### config.mk
export PLATFORM = sky130hd
export DESIGN_NAME = stream_demux4
export DESIGN_NICKNAME = d
export VERILOG_FILES = /design/src/rtl/stream_demux4_pkg.sv /design/src/rtl/stream_slot.sv /design/src/rtl/stream_demux4.sv
export SDC_FILE = /design/constraint.sdc
export NUM_CORES = 1
export LEC_CHECK = 0
export ABC_AREA = 1
export BUFFER_PORTS_ARGS = -buffer_cell sky130_fd_sc_hd__buf_4
export CAP_MARGIN = 20
export CORE_ASPECT_RATIO = 0.9
export CORE_MARGIN = 3
export CORE_UTILIZATION = 41
export CTS_CLUSTER_DIAMETER = 30
export DETAILED_ROUTE_END_ITERATION = 8
export PLACE_DENSITY = 0.74
export RECOVER_POWER = 50
export SYNTH_ARGS = -nofsm -noshare
export SYNTH_HDL_FRONTEND = slang
export SYNTH_SLANG_ARGS = --single-unit
### constraint.sdc
create_clock -name clk -period 1.25 [get_ports clk]
set_input_delay 0 -clock clk [delete_from_list [all_inputs] [get_ports clk]]
set_output_delay 0 -clock clk [all_outputs]
set_load 0.01 [all_outputs]
### src/rtl/stream_demux4_pkg.sv
// Shared constants and helpers for the 4-way stream demultiplexer.
package stream_demux4_pkg;
  localparam int NUM_CH    = 4;
  localparam int SEL_W     = 2;
  localparam int DEF_WIDTH = 32;
  localparam int DEF_CNT_W = 16;

  function automatic logic [NUM_CH-1:0] sel_onehot(input logic [SEL_W-1:0] sel);
    return NUM_CH'(1) << sel;
  endfunction
endpackage

### src/rtl/stream_slot.sv
// Single-entry output slot: valid/data register with load/drain and a wrapping
// delivered-word counter.
module stream_slot #(
  parameter int WIDTH = 32,
  parameter int CNT_W = 16
) (
  input  logic             clk,
  input  logic             rst_n,
  input  logic             load,
  input  logic [WIDTH-1:0] load_data,
  input  logic             out_ready,
  output logic             out_valid,
  output logic [WIDTH-1:0] out_data,
  output logic [CNT_W-1:0] xfer_cnt
);
  logic             valid_q, valid_d;
  logic [WIDTH-1:0] data_q, data_d;
  logic [CNT_W-1:0] cnt_q, cnt_d;
  logic             drain;

  always_comb begin
    drain   = valid_q & out_ready;
    // A load on the same edge as a drain keeps the slot full with the new word.
    valid_d = load | (valid_q & ~drain);
    data_d  = load ? load_data : data_q;
    cnt_d   = drain ? cnt_q + CNT_W'(1) : cnt_q;
  end

  always_ff @(posedge clk or negedge rst_n) begin
    if (!rst_n) begin
      valid_q <= 1'b0;
      data_q  <= '0;
      cnt_q   <= '0;
    end else begin
      valid_q <= valid_d;
      data_q  <= data_d;
      cnt_q   <= cnt_d;
    end
  end

  assign out_valid = valid_q;
  assign out_data  = data_q;
  assign xfer_cnt  = cnt_q;
endmodule

### src/rtl/stream_demux4.sv
// 1-to-4 stream demultiplexer: steers each accepted word into the slot picked by
// in_sel; each slot stalls independently.
module stream_demux4
  import stream_demux4_pkg::*;
#(
  parameter int WIDTH = DEF_WIDTH,
  parameter int CNT_W = DEF_CNT_W
) (
  input  logic                clk,
  input  logic                rst_n,
  input  logic                in_valid,
  output logic                in_ready,
  input  logic [SEL_W-1:0]    in_sel,
  input  logic [WIDTH-1:0]    in_data,
  output logic [NUM_CH-1:0]   out_valid,
  input  logic [NUM_CH-1:0]   out_ready,
  output logic [WIDTH-1:0]    out_data0,
  output logic [WIDTH-1:0]    out_data1,
  output logic [WIDTH-1:0]    out_data2,
  output logic [WIDTH-1:0]    out_data3,
  output logic [CNT_W-1:0]    xfer_cnt0,
  output logic [CNT_W-1:0]    xfer_cnt1,
  output logic [CNT_W-1:0]    xfer_cnt2,
  output logic [CNT_W-1:0]    xfer_cnt3,
  output logic                busy
);
  logic [NUM_CH-1:0]             load;
  logic [NUM_CH-1:0][WIDTH-1:0]  data_arr;
  logic [NUM_CH-1:0][CNT_W-1:0]  cnt_arr;

  // Ready looks only at the targeted slot so a stalled channel blocks nothing else.
  assign in_ready = !out_valid[in_sel] | out_ready[in_sel];
  assign load     = (in_valid & in_ready) ? sel_onehot(in_sel) : '0;
  assign busy     = |out_valid;

  for (genvar k = 0; k < NUM_CH; k++) begin : g_slot
    stream_slot #(.WIDTH(WIDTH), .CNT_W(CNT_W)) u_slot (
      .clk       (clk),
      .rst_n     (rst_n),
      .load      (load[k]),
      .load_data (in_data),
      .out_ready (out_ready[k]),
      .out_valid (out_valid[k]),
      .out_data  (data_arr[k]),
      .xfer_cnt  (cnt_arr[k])
    );
  end

  assign out_data0 = data_arr[0];
  assign out_data1 = data_arr[1];
  assign out_data2 = data_arr[2];
  assign out_data3 = data_arr[3];
  assign xfer_cnt0 = cnt_arr[0];
  assign xfer_cnt1 = cnt_arr[1];
  assign xfer_cnt2 = cnt_arr[2];
  assign xfer_cnt3 = cnt_arr[3];
endmodule
==> qor.txt, run 1 <==
Power Dens Cells -> 1471 nW/um2
Clk slew on worst S/H paths -> 0.07 ns
Dpl cell area -> 11560 um2
Mapped Cells -> 1000
Tmin final -> 1.418 ns
EDFF count, synth -> 0
Ant diodes -> 0
Worst hold-check path type -> primary input to register
Top post-synthesis cells by area -> dfrtp_1 56%, nand2_1 17%, nand4_1 9.8%
Final wirelength -> 28.51 mm
WP data required -> 1.25 ns
Post-DP HPWL -> 18.63 mm
Setup TNS -> -19.86 ns
CP Capture Type -> output port
Gp weighted congestion -> 0.8441
Period utilization -> 1.134
Status -> finished, violations left
Largest net degree at the start of global routing -> 60
Core region area -> 20960 um2
Final setup viols -> 159
Slew HR -> 0.2720
Top-count cell post-synth -> nand2_1
Placement row count -> 50
DR pass1 iterations -> 5
Number of synthesized register bits -> 196
Peak VDD IR -> 0.0007806 V
Violated checks -> setup timing
Post-route ant nets -> 0
Ports -> 239
TritonCTS Buffers -> 17
Vias in the first global route -> 8425
Fraction of layout cells with a size suffix above 1 -> 0.3584
Fin. max-slew vios -> 0
Skew-Pair Late Insertion Delay -> 0.43 ns
Post-synthesis sequential area ratio -> 0.5575
Vias after detailed routing -> 8497
Syn-to-layout area delta -> 50.33%
Cell variety after synth -> 30
Max Freq -> 705.4 MHz
Die Y -> 145.0 um
Port buffer count -> 238
Htree depth -> 4
DR vias/cell -> 5.131
Global route overflow -> 0
Critical-path maximum fanout -> 2
Initial Util -> 0.4198
Clk_skew -> 0.01336 ns
Routed len/inst -> 17.22 um
Fin cells -> 1656
Ys async rst share -> 1.000
Initial drt markers -> 646
Initial antenna violation count -> 0
Setup CP Type -> register to output port
Pwr Total -> 19.45 mW
RSZ-0062 raised after global routing -> yes
Largest area contributor in the netlist -> dfrtp_1
Total track usage -> 0.2382
Setup slack after layout -> -0.1677 ns
Fin. Hold Viols -> 0
Syn_area_per_cell -> 8.798 um2
Top FF cell, synth -> dfrtp_1
Chip width -> 160.4 um
Drt drc -> 0
Synthesis Warnings -> 0
Placed insts -> 1549
Synth top area share -> 0.5575
CTS Buffer Depth -> 2
Data arrival, critical path -> 1.42 ns
Syn nets -> 1045
Most frequent cells after synthesis -> 399 x nand2_1, 196 x dfrtp_1, 138 x nand4_1
Layout Nets -> 1402
Synth Cell Area -> 8798 um2
Startpoint types -> register
Die area -> 23260 um2
First-pass GRT wire length -> 45.01 mm
Place WS -> -0.1603 ns
Lkg Pwr -> 6.957 nW
Post-route design area -> 13230 um2
TritonCTS clock tree -> yes
Max-Cap Viols -> 0
Total clock sinks -> 196
Root Buffer -> clkbuf_16
Worst slew pin tran -> 1.092 ns
-- per-stage QoR --
step,hold WS [ns],utilization
2_1_floorplan,-0.2956,-
3_3_place_gp,-0.05422,0.5514
3_5_place_dp,-0.04887,0.5514
4_1_cts,0.0006050,0.6103
5_1_grt,0.03310,0.6311
6_report,0.03233,0.6311
-- critical path: stages (launching register included) --
cell and delay (ns):
dfrtp_1 0.38, buf_4 0.15, buf_4 0.13, inv_2 0.06, nand4_1 0.11, buf_4 0.17
-- routing by layer --
| metal | share of wire | routed length [um] | global-route usage | vias to the layer above |
|---|---|---|---|---|
| met5 | 0 | 0 | 0 | - |
| met4 | 0.018 | 514 | 0.06291 | 0 |
| met3 | 0.076 | 2177 | 0.06965 | 43 |
| met2 | 0.48 | 13770 | 0.3792 | 323 |
| met1 | 0.42 | 12050 | 0.3195 | 4154 |
| li1 | - | - | - | 3977 |
-- final timing paths --
kind	startpoint	endpoint	slack [ns]	cells past startpoint
max	g_slot[3].u_slot.out_valid$_DFF_PN0_	busy	-0.17	5
min	out_ready[2]	g_slot[2].u_slot.xfer_cnt[15]$_DFFE_PN0P_	0.03	5
max reg2reg	g_slot[0].u_slot.out_valid$_DFF_PN0_	g_slot[2].u_slot.out_data[26]$_DFFE_PN0P_	-0.17	10
min reg2reg	g_slot[3].u_slot.out_data[31]$_DFFE_PN0P_	g_slot[3].u_slot.out_data[31]$_DFFE_PN0P_	0.47	2
max in group asynchronous	rst_n	g_slot[0].u_slot.xfer_cnt[0]$_DFFE_PN0P_	0.07	3
min in group asynchronous	rst_n	g_slot[1].u_slot.xfer_cnt[14]$_DFFE_PN0P_	0.31	2
-- logic make-up (layout without fill, tap and decap cells) --
family | after synthesis | after routing | synth area share
simple gates | 627 | 627 | 0.3222
flops | 196 | 196 | 0.5575
buf+inv | 121 | 491 | 0.06812
xor+xnor | 39 | 39 | 0.03882
compound gates | 13 | 13 | 0.007679
fa+ha+maj | 4 | 4 | 0.005689
-- cells in the final DEF, fill, tap and decap left out, types with 3 or more instances in the layout --
master / synthesis / routed
nor2_4: 1 / 19
inv_6: 0 / 3
nand3_2: 3 / 7
nand2_1: 399 / 359
ha_2: 0 / 4
clkinv_4: 0 / 3
nand3_1: 20 / 11
nand2_4: 0 / 14
nand2_2: 1 / 26
buf_12: 0 / 14
inv_2: 3 / 8
nand3_4: 1 / 6
nand4_1: 138 / 138
nor2_1: 46 / 25
dfrtp_2: 0 / 7
dlygate4sd3_1: 0 / 37
buf_6: 12 / 22
clkbuf_1: 20 / 11
clkbuf_16: 0 / 18
nor3_1: 7 / 5
o21ai_2: 0 / 3
buf_4: 6 / 310
xor2_1: 23 / 22
nor2_2: 5 / 8
o21ai_1: 6 / 6
inv_1: 59 / 53
xnor2_1: 16 / 15
dfrtp_1: 196 / 189
-- cell type report --
class	count	area, um2
clock buffer	21	450.4
clock inverter	11	116.4
fill	1690	7731
inverter	62	237.7
multi-input combinational	683	3762
sequential	196	4913
tap	286	357.8
timing repair buffer	397	3388
-- sequential cells by signal, indices dropped and copies added (netlist names) --
name / count
g_slot.u_slot.out_data: 128
g_slot.u_slot.xfer_cnt: 64
g_slot.u_slot.out_valid: 4
-- repair_timing --
action	CTS	global route
gates resized for setup	24	96
setup buffers	16	23
pin swaps	27	21
hold endpoints to repair	329	0
cloned	2	1
setup endpoints to repair	159	181
hold buffers	37	0
-- where the power goes --
part	internal, mW	switching [mW]	total, mW	leakage, nW
registers	7.45	0.821	8.27	2.44
clock network	2.86	2.53	5.39	0.272
logic	2.89	2.91	5.80	4.25
(Power assumes the default switching activity.)
==> run 2, diff against run 1 <==
Settings changed: CTS_BUF_LIST from default to sky130_fd_sc_hd__clkbuf_8.
==> qor.txt, run 2 (synthesis gave the netlist of run 1 again) <==
Critical-path maximum fanout -> 2
Routed len/inst -> 17.32 um
Syn-to-layout area delta -> 51.08%
Ant diodes -> 0
Worst hold margin -> -0.0005228 ns
Tmin final -> 1.447 ns
Fin. max-slew vios -> 0
Startpoint types -> register
Post-DP HPWL -> 18.63 mm
Metal3 WL -> 2.235 mm
Register Area -> 4915 um2
Setup slack after layout -> -0.1972 ns
Met2 Routed Length -> 13.77 mm
Gp weighted congestion -> 0.8441
Data arrival, critical path -> 1.45 ns
M1 WL -> 12.16 mm
Final wirelength -> 28.74 mm
Status -> finished, violations left
Final setup viols -> 160
Lkg Pwr -> 6.996 nW
Worst hold-check path type -> primary input to register
Die area -> 23260 um2
Placement row count -> 50
Pwr Total -> 18.30 mW
Worst-case reg-to-reg path depth -> 10
Hold path depth -> 6
Skew-Pair Late Insertion Delay -> 0.48 ns
Area of the multi-input gates -> 3861 um2
Fraction of layout cells with a size suffix above 1 -> 0.3897
Initial antenna violation count -> 0
Core region area -> 20960 um2
Most frequent cells in the layout -> 329 x nand2_1, 315 x buf_4, 188 x dfrtp_1
DR pass1 iterations -> 5
Max-Cap Viols -> 0
Vias after detailed routing -> 8487
Largest register FFs -> 128
CTS Buffer Depth -> 2
Global route overflow -> 0
Layout Nets -> 1405
Total track usage -> 0.2417
Vias in the first global route -> 8453
Clk slew on worst S/H paths -> 0.10 ns
Fin. Hold Viols -> 1
Drt drc -> 0
Power Dens Cells -> 1377 nW/um2
Clk_skew -> 0.02169 ns
Total clock sinks -> 196
Chip width -> 160.4 um
Fillers -> 1707
CP Capture Type -> output port
Period utilization -> 1.158
Post-route ant nets -> 0
Largest net degree at the start of global routing -> 60
WP data required -> 1.25 ns
Violated checks -> hold timing, setup timing
DR vias/cell -> 5.116
Ports -> 239
Port buffer count -> 238
Peak VDD IR -> 0.0007825 V
Initial drt markers -> 611
TritonCTS clock tree -> yes
TritonCTS Buffers -> 17
Uppermost routed layer -> met4
Max Freq -> 691.0 MHz
Slew HR -> 0.2611
First-pass GRT wire length -> 45.53 mm
Die Y -> 145.0 um
Htree depth -> 4
Worst slew pin tran -> 1.108 ns
Root Buffer -> clkbuf_8
Initial Util -> 0.4198
Commonest non-fill, non-tap cell in the layout -> nand2_1
RSZ-0062 raised after global routing -> yes
Setup CP Type -> register to output port
-- run 2: worst max-delay path: stages (launching register included) --
cell and delay [ns]:
dfrtp_1 0.39, buf_4 0.15, buf_4 0.13, inv_2 0.05, nand4_1 0.10, buf_4 0.16
-- run 2: worst paths after layout --
kind                       slack [ns]                                         to                                       from
max                             -0.20                                       busy       g_slot[3].u_slot.out_valid$_DFF_PN0_
min                           -0.0005  g_slot[0].u_slot.xfer_cnt[12]$_DFFE_PN0P_                               out_ready[0]
max in group asynchronous        0.10  g_slot[1].u_slot.out_data[11]$_DFFE_PN0P_                                      rst_n
min reg2reg                      0.48  g_slot[2].u_slot.out_data[15]$_DFFE_PN0P_  g_slot[2].u_slot.out_data[15]$_DFFE_PN0P_
max reg2reg                     -0.19   g_slot[2].u_slot.out_data[1]$_DFFE_PN0P_       g_slot[3].u_slot.out_valid$_DFF_PN0_
min in group asynchronous        0.27   g_slot[1].u_slot.out_data[4]$_DFFE_PN0P_                                      rst_n
-- run 2: through the flow --
step / setup TNS (ns) / setup WS, ns / cell area, um2 / instances / utilization
after floorplan: -0.3425 / -0.05380 / 8956 / 1000 / -
after global placement: -11.00 / -0.1649 / 11560 / 1549 / 0.5514
after detailed placement: -13.22 / -0.1603 / 11560 / 1549 / 0.5514
after CTS: -24.36 / -0.2174 / 12690 / 1639 / 0.6057
after global routing: -40.66 / -0.3114 / 13290 / 1659 / 0.6343
final: -21.35 / -0.1972 / 13290 / 1659 / 0.6343
-- run 2: what timing repair did --
action                     in CTS  in global routing
hold endpoints to repair      337                  0
gates cloned                    5                  3
pin swaps                      26                 28
buffers inserted               15                 20
hold buffers                   38                  0
setup endpoints to repair     164                184
resized for setup              29                129
-- run 2: per-layer routing --
layer  track usage  vias to the layer above
met3       0.06766                       42
met4       0.06291                        0
met2        0.3867                      322
met1        0.3249                     4136
met5             0                        -
li1              -                     3987
-- run 2: where the power goes --
group	internal (mW)	leakage (nW)	switching, mW	total (mW)
registers	7.44	2.43	0.889	8.33
clock network	1.66	0.198	2.39	4.05
logic	3.01	4.36	2.91	5.91
-- run 2: area by class of cell --
type                       count  area share
clock inverter                14    0.009601
multi-input combinational    683      0.2905
clock buffer                  18     0.01864
tap                          286     0.02692
timing repair buffer         400      0.2671
inverter                      62     0.01751
sequential                   196      0.3697
==> run 3, diff against run 2 <==
Settings changed: HOLD_SLACK_MARGIN from default to 0.02, REMOVE_ABC_BUFFERS from default to 1, SETUP_SLACK_MARGIN from default to 0.1.
==> qor.txt, run 3 (synthesis gave the netlist of run 1 again) <==
TritonCTS clock tree -> yes
Global-route track usage on met1 -> 0.3094
Met3 usage -> 0.06823
Area of the multi-input gates -> 3871 um2
Root Buffer -> clkbuf_8
TritonCTS Buffers -> 17
CTS Buffer Depth -> 2
First-pass GRT wire length -> 45.22 mm
RSZ-0062 raised after global routing -> yes
Skew-Pair Late Insertion Delay -> 0.48 ns
CP Capture Type -> register
Period utilization -> 1.185
Ant diodes -> 0
Peak VDD IR -> 0.0008385 V
Gp weighted congestion -> 0.8664
DR pass1 iterations -> 5
Ports -> 239
Drt drc -> 0
Power Dens Cells -> 1419 nW/um2
WP data required -> 1.62 ns
Die Y -> 145.0 um
Violated checks -> setup timing
Register Area -> 4913 um2
Largest register FFs -> 128
Worst slew pin tran -> 0.6129 ns
Core region area -> 20960 um2
Worst hold-check path type -> primary input to register
Commonest non-fill, non-tap cell in the layout -> nand2_1
Fin. max-slew vios -> 0
Startpoint types -> register
Largest net degree at the start of global routing -> 60
Setup TNS -> -27.15 ns
Max incr delay on CP -> 0.39 ns
Post-DP HPWL -> 18.18 mm
Layout Nets -> 1432
Die area -> 23260 um2
Critical R2R Launch -> g_slot[3].u_slot.out_valid$_DFF_PN0_
Met2 usage -> 0.3922
Data arrival, critical path -> 1.86 ns
Crit path buffers/inverters -> 2
Final wirelength -> 31.26 mm
Initial drt markers -> 804
DR vias/cell -> 5.214
Htree depth -> 4
Vias in the first global route -> 8459
Most frequent cells in the layout -> 346 x nand2_1, 227 x buf_4, 189 x dfrtp_1
Fin. Hold Viols -> 0
Tmin final -> 1.481 ns
Max-Cap Viols -> 0
Status -> finished, violations left
Setup slack after layout -> -0.2315 ns
Total clock sinks -> 196
Min-Delay Startpoint -> out_ready[0]
Global route overflow -> 0
CP dominant cell by count -> nand2_1
Initial antenna violation count -> 0
Final core utilization -> 0.6479
Critical-path maximum fanout -> 8
GR peak layer -> met2
Port buffer count -> 238
Placement row count -> 50
Lkg Pwr -> 6.952 nW
Slew HR -> 0.5914
Setup CP Type -> register to register
Total track usage -> 0.2392
Initial Util -> 0.4198
Clk slew on worst S/H paths -> 0.11 ns
CP max-delay cell -> dfrtp_1
Max Freq -> 675.0 MHz
Vias after detailed routing -> 8790
Chip width -> 160.4 um
Fraction of layout cells with a size suffix above 1 -> 0.3629
Syn-to-layout area delta -> 54.32%
Final setup viols -> 301
Fillers -> 1657
Routed len/inst -> 18.54 um
Top delay family on crit path -> simple AND/OR/NAND/NOR gates
Clk_skew -> 0.01908 ns
Worst-path cell chain -> nand2_1 > nand2_1 > nand2_1 > nand2_2 > nand2_8 > buf_12 > nand3_4 > clkbuf_16 > nand2_4 > nand2_2
Crit path launch -> g_slot[3].u_slot.out_valid$_DFF_PN0_
Post-route ant nets -> 0
## run 3: changes by cell type in the layout (fill, tap and decap cells not counted), moves of 3 or more
cell	change
buf_4	-88
buf_6	+62
clkbuf_1	+55
nand2_1	+17
nand2_2	-17
inv_1	-9
nor2_1	-4
buf_16	+3
buf_8	-3
inv_4	+3
nor3_2	+3
## run 3: final cells by class
type / instances / area share
Clock buffer: 19 / 0.01926
Clock inverter: 13 / 0.01023
Inverter: 62 / 0.01806
Multi-Input combinational cell: 683 / 0.2851
Sequential cell: 196 / 0.3619
Tap cell: 286 / 0.02635
Timing Repair Buffer: 427 / 0.2791
## run 3: what timing repair did
action                     4_1_cts  5_1_grt
setup endpoints to repair      205      317
hold endpoints to repair       341        0
resized for setup               74      203
hold buffers                    39        0
buffers inserted                14       47
pin swaps                       26       62
cloned                           4        4
## run 3: path summary, 6_finish.rpt
path | end | slack, ns | cells after the start
setup / recovery | g_slot[0].u_slot.out_data[14]$_DFFE_PN0P_ | -0.23 | 10
hold / removal | g_slot[0].u_slot.xfer_cnt[5]$_DFFE_PN0P_ | 0.04 | 5
setup reg to reg | g_slot[0].u_slot.out_data[14]$_DFFE_PN0P_ | -0.23 | 10
hold reg to reg | g_slot[1].u_slot.out_data[12]$_DFFE_PN0P_ | 0.48 | 2
max in group asynchronous | g_slot[2].u_slot.xfer_cnt[8]$_DFFE_PN0P_ | -0.06 | 4
min in group asynchronous | g_slot[3].u_slot.out_data[11]$_DFFE_PN0P_ | 0.62 | 3
## run 3: worst min-delay path, delay by kind of cell
family        cells  cell delay [ns]
xor+xnor          1             0.11
simple gates      2             0.12
buf+inv           2             0.25
## run 3: per-layer routing
layer	up-vias	wire length [um]
li1	4034	-
met1	4354	12510
met2	353	15500
met3	49	2591
met4	0	664
met5	-	0
## run 3: through the flow
| step | cells | area (um2) | power [mW] | setup slack (ns) | hold WS [ns] |
|---|---|---|---|---|---|
| floorplan | 941 | 8432 | 10.06 | -0.7605 | -0.2956 |
| global placement | 1555 | 11440 | 13.38 | -0.09980 | -0.06174 |
| detailed placement | 1555 | 11440 | 13.52 | -0.1675 | -0.06657 |
| CTS | 1644 | 12690 | 18.18 | -0.2180 | 0.03492 |
| global route | 1686 | 13580 | 20.25 | -0.3335 | 0.02588 |
| finish | 1686 | 13580 | 19.27 | -0.2315 | 0.03991 |
## run 3: power by group
group / internal, mW / switching, mW / leakage (nW)
clock: 1.76 / 2.49 / 0.196
sequential: 7.44 / 0.911 / 2.44
combinational: 3.40 / 3.28 / 4.32
total: 12.6 / 6.68 / 6.95
